[config.mk]
export PLATFORM = sky130hd
export DESIGN_NAME = arb4_rr
export DESIGN_NICKNAME = d
export VERILOG_FILES = /design/src/rtl/arb4_rr.sv
export SDC_FILE = /design/constraint.sdc
export NUM_CORES = 1
export LEC_CHECK = 0
export CAP_MARGIN = 0
export CORE_AREA = 2 2 39 41
export DETAILED_ROUTE_END_ITERATION = 16
export DIE_AREA = 0 0 41 43
export DONT_BUFFER_PORTS = 1
export PLACE_DENSITY = 0.61
export RECOVER_POWER = 50
export SLEW_MARGIN = 20
export SYNTH_ARGS = -nofsm -noshare
export SYNTH_HDL_FRONTEND = slang
export SYNTH_SLANG_ARGS = --single-unit
[constraint.sdc]
create_clock -name clk -period 1.4 [get_ports clk]
set_input_delay 0.14 -clock clk [delete_from_list [all_inputs] [get_ports clk]]
set_output_delay 0.14 -clock clk [all_outputs]
set_load 0.05 [all_outputs]
[src/rtl/arb4_rr.sv]
// Four-requester arbiter with registered one-hot grant held until the owner releases.
// Optional hold-limit with forced release is enabled by defining ARB_TIMEOUT_EN.
//
// state | meaning
// IDLE  | no owner; arbitrate on the next edge if any request is high
// GRANT | gnt held for gnt_idx until its request drops (or hold limit expires)
module arb4_rr #(
    parameter int PRIO_MODE = 0,
    parameter int MAX_HOLD  = 16
) (
    input  logic       clk,
    input  logic       rst,
    input  logic [3:0] req,
    output logic [3:0] gnt,
    output logic [1:0] gnt_idx,
    output logic       gnt_v,
    output logic       timeout
);

    typedef enum logic {IDLE, GRANT} state_t;

    localparam logic [7:0] HOLD_LAST = 8'(MAX_HOLD - 1);

    state_t     state, state_nxt;
    logic [3:0] gnt_nxt;
    logic [1:0] idx_nxt;
    logic       v_nxt;
    logic [1:0] ptr, ptr_nxt;
    logic [1:0] win, cand;
    logic       win_v;
    logic       hold_expired;
    logic       grant_issue;

    // Scan from lowest to highest priority so the last hit is the winner.
    always_comb begin
        win   = 2'd0;
        cand  = 2'd0;
        win_v = |req;
        if (PRIO_MODE == 1) begin
            for (int k = 0; k < 4; k++) begin
                if (req[k]) win = k[1:0];
            end
        end else begin
            for (int k = 4; k >= 1; k--) begin
                cand = ptr + k[1:0];
                if (req[cand]) win = cand;
            end
        end
    end

`ifdef ARB_TIMEOUT_EN
    logic [7:0] hold_cnt;
    logic       timeout_q;

    assign hold_expired = (hold_cnt == HOLD_LAST);

    always_ff @(posedge clk or posedge rst) begin
        if (rst) begin
            hold_cnt  <= 8'd0;
            timeout_q <= 1'b0;
        end else begin
            timeout_q <= (state == GRANT) && req[gnt_idx] && hold_expired;
            if (grant_issue)
                hold_cnt <= 8'd0;
            else if (state == GRANT)
                hold_cnt <= hold_cnt + 8'd1;
        end
    end

    assign timeout = timeout_q;
`else
    logic unused_hold;
    assign unused_hold  = ^HOLD_LAST;
    assign hold_expired = 1'b0;
    assign timeout      = 1'b0;
`endif

    always_comb begin
        state_nxt   = state;
        gnt_nxt     = gnt;
        idx_nxt     = gnt_idx;
        v_nxt       = gnt_v;
        ptr_nxt     = ptr;
        grant_issue = 1'b0;
        case (state)
            IDLE: begin
                if (win_v) begin
                    state_nxt   = GRANT;
                    gnt_nxt     = 4'b0001 << win;
                    idx_nxt     = win;
                    v_nxt       = 1'b1;
                    ptr_nxt     = win;
                    grant_issue = 1'b1;
                end
            end
            GRANT: begin
                // A dropped request and an expired hold both release the same way.
                if (!req[gnt_idx] || hold_expired) begin
                    state_nxt = IDLE;
                    gnt_nxt   = 4'b0000;
                    idx_nxt   = 2'd0;
                    v_nxt     = 1'b0;
                end
            end
            default: begin
                state_nxt = IDLE;
                gnt_nxt   = 4'b0000;
                idx_nxt   = 2'd0;
                v_nxt     = 1'b0;
            end
        endcase
    end

    always_ff @(posedge clk or posedge rst) begin
        if (rst) begin
            state   <= IDLE;
            gnt     <= 4'b0000;
            gnt_idx <= 2'd0;
            gnt_v   <= 1'b0;
            ptr     <= 2'd3;
        end else begin
            state   <= state_nxt;
            gnt     <= gnt_nxt;
            gnt_idx <= idx_nxt;
            gnt_v   <= v_nxt;
            ptr     <= ptr_nxt;
        end
    end

endmodule

==> reports/qor.yml, run 1 <==
outcome:
  violations: "setup timing"
  status: "complete, but fails checks"
clocking:
  clock_latency_ps: 260
  htreeDepth: 1
  numCtsBuffers: 3
  clock-root-buffer: "clkbuf_4"
  clk_pin_slew_worst_paths_ps: 60
  cts_buffer_depth: 2
  post_cts_buffers: 0
  clkSinkCount: 10
  cts_tree: "yes"
critical_path:
  path_buf_inv: 0
  critPathMaxStageDelay_ps: 500
  worstPathArrival_ps: 1560
  cp.required_ps: 1550
  slowest_stage: "mux4_2"
  crit_path_max_fanout: 7
  start_kind: "flop"
  worst_setup_path_end_kind: "flop"
  crit_chain: "mux4_2, nand2b_4, a32o_2"
  critical_path_class: "flop to flop"
  cp_top_family: "multiplexers"
  r2r_slack_ps: -10
die:
  die_width_microns: 41
  die_y_microns: 43
  dieArea_sq_mm: 0.00176
  start_util_pct: 38.1
  io_pins: 14
  rows: 14
  core-area_sq_mm: 0.00138
timing:
  rsz0062_at_grt: "yes"
  hold_violations: 0
  fin_ws_ps: -11.5
  timing.fmax_ghz: 0.708
  setup_violations: 3
  tns_ps: -26.4
  post-route-min-period_ps: 1410
  maxSlewViolCount: 0
  post-route-period-util_pct: 101
  clock-skew-final_ps: 0.711
synthesis:
  ys_ff_latch: 10
  yosys_warnings: 0
  yosysSeqAreaShare_pct: 48.0
  synth_fp_nets: 54
  synth_cell_types: 28
  synth_area_sq_um: 527
  syn_area_per_cell_sq_um: 11.0
  synthCells: 48
global_route:
  antenna_found_initial: 0
  grt_pass1_wl_microns: 1680
  grt_pass1_vias: 398
  grtUsageTotal_pct: 14.0
  grt_max_degree: 11
  overflow: 0
cells_and_area:
  drive_gt1_share_pct: 40.7
  n_antenna_cell: 0
  post-route-util_pct: 46.7
  most-common-layout-cells: "dfrtp_1 (7), buf_4 (7), nor2_1 (4)"
  multiInputGateArea_sq_um: 258
  area_delta_synth_final_pct: 22.8
  seq_area_sq_um: 254
  nFillCells: 138
  layout.nets: 66
placement:
  routabilityCongestion: 0.716
  hpwl_microns: 733
  port_buffers: 0
detailed_routing:
  drt_iter0_markers: 3
  wirelength_microns: 954
  drtAntennaViolNets: 0
  vias: 382
  drc: 0
  vias_per_cell: 5.09
  wl_per_cell_microns: 12.7
  drtPass1Iterations: 2
pwr:
  power.leakage_nw: 0.323
  power.density_mw_per_mm2: 2820
  ir_drop_mv: 1.41
worst_hold_path:
  hp-class: "primary input to flop"
run:
  max_cap_viol_count: 0
==> power by group <==
part           leakage, nW  internal [W]  total [W]  switching [W]
Clock               0.0210      0.000158   0.000251      0.0000935
Combinational        0.181      0.000388   0.000959       0.000571
Sequential           0.121      0.000457   0.000614       0.000157
Total                0.323       0.00100    0.00182       0.000822
==> cell usage after synthesis <==
cell type / number / area, sq um
nand2b_4: 1 / 13.8
conb_1: 1 / 3.75
nand2b_1: 2 / 12.5
a31o_1: 1 / 8.76
a32o_1: 1 / 10.0
inv_1: 3 / 11.3
nor2_1: 4 / 15.0
a311oi_1: 1 / 8.76
a21boi_1: 1 / 7.51
buf_4: 1 / 7.51
nand2_1: 3 / 11.3
o211ai_1: 1 / 7.51
buf_6: 1 / 11.3
nand3_1: 1 / 5.00
o21ai_0: 2 / 10.0
a21bo_2: 1 / 10.0
o21ai_1: 1 / 5.00
a21o_1: 2 / 15.0
nor2b_1: 1 / 6.26
mux4_2: 1 / 22.5
or2_0: 1 / 6.26
nor3b_1: 1 / 7.51
and2b_2: 1 / 8.76
a32o_2: 3 / 33.8
o211a_1: 1 / 10.0
a21oi_1: 1 / 5.00
dfstp_2: 2 / 52.6
dfrtp_1: 8 / 200
==> tightest hold or removal path, stage by stage <==
cell and delay, ps:
mux4_2 220, nand2_1 60, nand2_1 60
==> registers in the layout, indices dropped and copies added (netlist names) <==
register	flops
gnt	4
gnt_idx	2
ptr	2
gnt_v	1
state	1
==> metrics by stage <==
stage	std cells	total power (W)	setup WS, ps	area [sq um]	hold slack, ps
2_1_floorplan	48	0.00133	-208	528	-21.3
3_3_place_gp	70	0.00156	-18.7	589	25.3
3_5_place_dp	70	0.00156	-30.3	589	26.7
4_1_cts	75	0.00183	-21.4	636	239
5_1_grt	75	0.00197	-53.5	647	256
6_report	75	0.00182	-11.5	647	253
==> logic make-up (layout without fill, tap and decap cells) <==
| logic type | Yosys count | after routing | share of synthesized area [%] |
|---|---|---|---|
| compound gates | 16 | 16 | 24.9 |
| simple gates | 15 | 15 | 16.4 |
| flops | 10 | 10 | 48.0 |
| buf+inv | 5 | 16 | 5.70 |
| other cells | 1 | 1 | 0.712 |
| mux | 1 | 1 | 4.28 |
==> timing repair <==
item,CTS,global route
endpoints found under the hold margin,8,0
cloned,0,0
hold buffers,1,0
resized for setup,0,2
setup endpoints to repair,4,6
pin swaps,4,0
==> cell type report <==
| type | instances | area share [%] |
|---|---|---|
| multi-input cells | 33 | 39.8 |
| well taps | 16 | 3.09 |
| flip-flops and latches | 10 | 39.3 |
| clock buffers | 4 | 5.61 |
| inverters | 3 | 1.74 |
| repair buffers | 9 | 10.4 |
==> per-layer routing <==
metal	wire (microns)	vias up	track usage, %
met5	0	-	0
met4	15	0	8.00
met3	69	2	3.66
met2	406	17	18.1
met1	463	170	20.5
li1	-	193	-
==> final timing paths <==
check / startpoint / depth (start not counted) / to
worst max-delay path: gnt_idx[0] / 3 / gnt[0]
worst min-delay path: req[0] / 3 / state
worst max register to register: gnt_idx[0] / 3 / gnt[0]
worst min register to register: ptr[0] / 2 / ptr[0]
max in group asynchronous: rst / 2 / ptr[0]
min in group asynchronous: rst / 2 / gnt_v
(Power assumes the default switching activity.)
==> run 2, diff against run 1 <==
--- a/config.mk
+++ b/config.mk
@@ -6,11 +6,11 @@
 export NUM_CORES = 1
 export LEC_CHECK = 0
 export CAP_MARGIN = 0
-export CORE_AREA = 2 2 39 41
+export CORE_AREA = 2 2 42 60
 export DETAILED_ROUTE_END_ITERATION = 16
-export DIE_AREA = 0 0 41 43
+export DIE_AREA = 0 0 44 62
 export DONT_BUFFER_PORTS = 1
-export PLACE_DENSITY = 0.61
+export PLACE_DENSITY = 0.43
 export RECOVER_POWER = 50
 export SLEW_MARGIN = 20
 export SYNTH_ARGS = -nofsm -noshare
==> run 2 against run 1 <==
  * The flow still finishes with violations (setup timing)
  * Cell count rose by 12%
  * First-iteration DRC count up 33%
  * Hold slack got worse by 11 ps
  * Critical endpoint unchanged
  * Maximum frequency is 1.7% lower
  * Clock skew up 8.2 ps
  * Core utilization is 18 points lower
  * Global-route usage decreased by 4.9 points
==> reports/qor.yml, run 2 (same netlist as run 1, synthesis figures left out) <==
outcome:
  status: "complete, but fails checks"
  violations: "setup timing"
cells_and_area:
  final_common_cell: "buf_4"
  area_delta_synth_final_pct: 25.2
  most-common-layout-cells: "buf_4 (9), dfrtp_1 (7), nor2_1 (4)"
  largest_register_ffs: 4
  top_register: "gnt"
  nFillCells: 249
  final_area_sq_um: 659
  layout.nets: 68
  n_antenna_cell: 0
  largestRegisters: "gnt (4), gnt_idx (2), ptr (2)"
  drive_gt1_share_pct: 39.3
timing:
  rsz0062_at_grt: "yes"
  hold_violations: 0
  post-route-period-util_pct: 103
  setup_violations: 4
  clock-skew-final_ps: 8.94
  worst_pin_slew_ps: 593
  maxSlewViolCount: 0
  post-route-min-period_ps: 1440
  timing.fmax_ghz: 0.697
  max_slew_margin_pct: 60.7
  fin_ws_ps: -35.7
detailed_routing:
  drtAntennaViolNets: 0
  drtPass1Iterations: 4
  wl_per_cell_microns: 13.1
  wirelength_microns: 1100
  drc: 0
  vias_per_cell: 4.87
  drt_iter0_markers: 4
  vias: 409
pwr:
  power.leakage_nw: 0.323
  p_int_w: 0.000987
  comb_power_share_pct: 57.8
  power_w: 0.00183
  p_clk_share_pct: 11.4
  p_sw_share_pct: 46.1
  power.density_mw_per_mm2: 2780
  p_switching_w: 0.000844
  power_frac_seq_pct: 30.8
  ir_drop_mv: 0.712
die:
  die_width_microns: 44
  core-area_sq_mm: 0.00226
  die_y_microns: 62
  start_util_pct: 23.3
  rows: 21
  dieArea_sq_mm: 0.00273
  io_pins: 14
critical_path:
  path_buf_inv: 0
  worst_setup_path_end_kind: "flop"
  start_kind: "flop"
  critical_path_class: "flop to flop"
  cp_top_family: "multiplexers"
  crit_path_max_fanout: 7
  crit_chain: "mux4_2, nand2b_4, a32o_2"
  slowest_stage: "mux4_2"
  critPathMaxStageDelay_ps: 510
  r2r_slack_ps: -40
  worstPathArrival_ps: 1580
  cp.required_ps: 1550
worst_hold_path:
  hp-class: "primary input to flop"
placement:
  dpl_cell_area_sq_um: 613
  pre_cts_slack_ps: -36.9
  port_buffers: 0
  routabilityCongestion: 0.719
  hpwl_microns: 876
clocking:
  clock-root-buffer: "clkbuf_4"
  clock_latency_ps: 270
  cts_tree: "yes"
  clkSinkCount: 10
  cts_buffer_depth: 2
  post_cts_buffers: 0
  clk_pin_slew_worst_paths_ps: 70
  numCtsBuffers: 3
  htreeDepth: 1
global_route:
  grt_max_degree: 11
  grt_pass1_wl_microns: 1780
  grtUsageTotal_pct: 9.14
  antenna_found_initial: 0
  overflow: 0
  grt_pass1_vias: 423
run:
  max_cap_viol_count: 0
[run 2: cell count changes in the layout (fill, tap and decap cells not counted)]
| cell | delta |
|---|---|
| clkbuf_8 | -1 |
| buf_4 | +2 |
| clkbuf_2 | -1 |
| clkbuf_1 | +2 |
[run 2: path summary, 6_finish.rpt]
| check | start | endpoint | cells past startpoint |
|---|---|---|---|
| max in group asynchronous | rst | ptr[0] | 2 |
| min in group asynchronous | rst | gnt_idx[1] | 2 |
| setup reg to reg | gnt_idx[0] | gnt[0] | 3 |
| setup / recovery | gnt_idx[0] | gnt[0] | 3 |
| hold reg to reg | ptr[0] | ptr[0] | 2 |
| hold / removal | req[0] | state | 3 |
[run 2: repair_timing]
action | in CTS | in global routing
endpoints found under the setup margin | 4 | 6
pin swaps | 4 | 0
hold buffers | 1 | 0
resized for setup | 0 | 2
endpoints found under the hold margin | 8 | 0
[run 2: routing by layer]
| metal | GRT usage [%] | part of all wire [%] |
|---|---|---|
| met1 | 9.82 | 42 |
| met2 | 15.1 | 51 |
| met3 | 1.16 | 4.7 |
| met4 | 9.09 | 2.5 |
| met5 | 0 | 0 |
[run 2: power by group through the flow]
stage	clock [W]	sequential, W	combinational (W)
after floorplan	0	0.000902	0.000428
after global placement	0	0.000569	0.00105
after detailed placement	0	0.000568	0.00105
after CTS	0.000210	0.000566	0.00106
after global routing	0.000225	0.000585	0.00114
final	0.000209	0.000564	0.00106
[run 2: stage by stage]
stage | utilization [%] | cells | hold slack, ps | TNS [ps]
6_report | 29.2 | 84 | 242 | -101
5_1_grt | 29.2 | 84 | 271 | -269
4_1_cts | 28.7 | 84 | 245 | -104
3_5_place_dp | 27.1 | 79 | 32.8 | -130
3_3_place_gp | 27.1 | 79 | 29.3 | -68.1
2_1_floorplan | - | 48 | -21.3 | -1150
[run 2: worst register-to-register path, stage by stage (launching register included)]
cell      delay (ps)
dfrtp_2          370
mux4_2           510
nand2b_4         190
a32o_2           250
[run 2: layout make-up]
class / count / area (sq um) / share of cell area, %
Sequential cell: 10 / 254 / 38.5
Timing Repair Buffer: 11 / 81.3 / 12.3
Multi-Input combinational cell: 33 / 258 / 39.1
Tap cell: 23 / 28.8 / 4.36
Inverter: 3 / 11.3 / 1.71
Clock buffer: 4 / 26.3 / 3.98
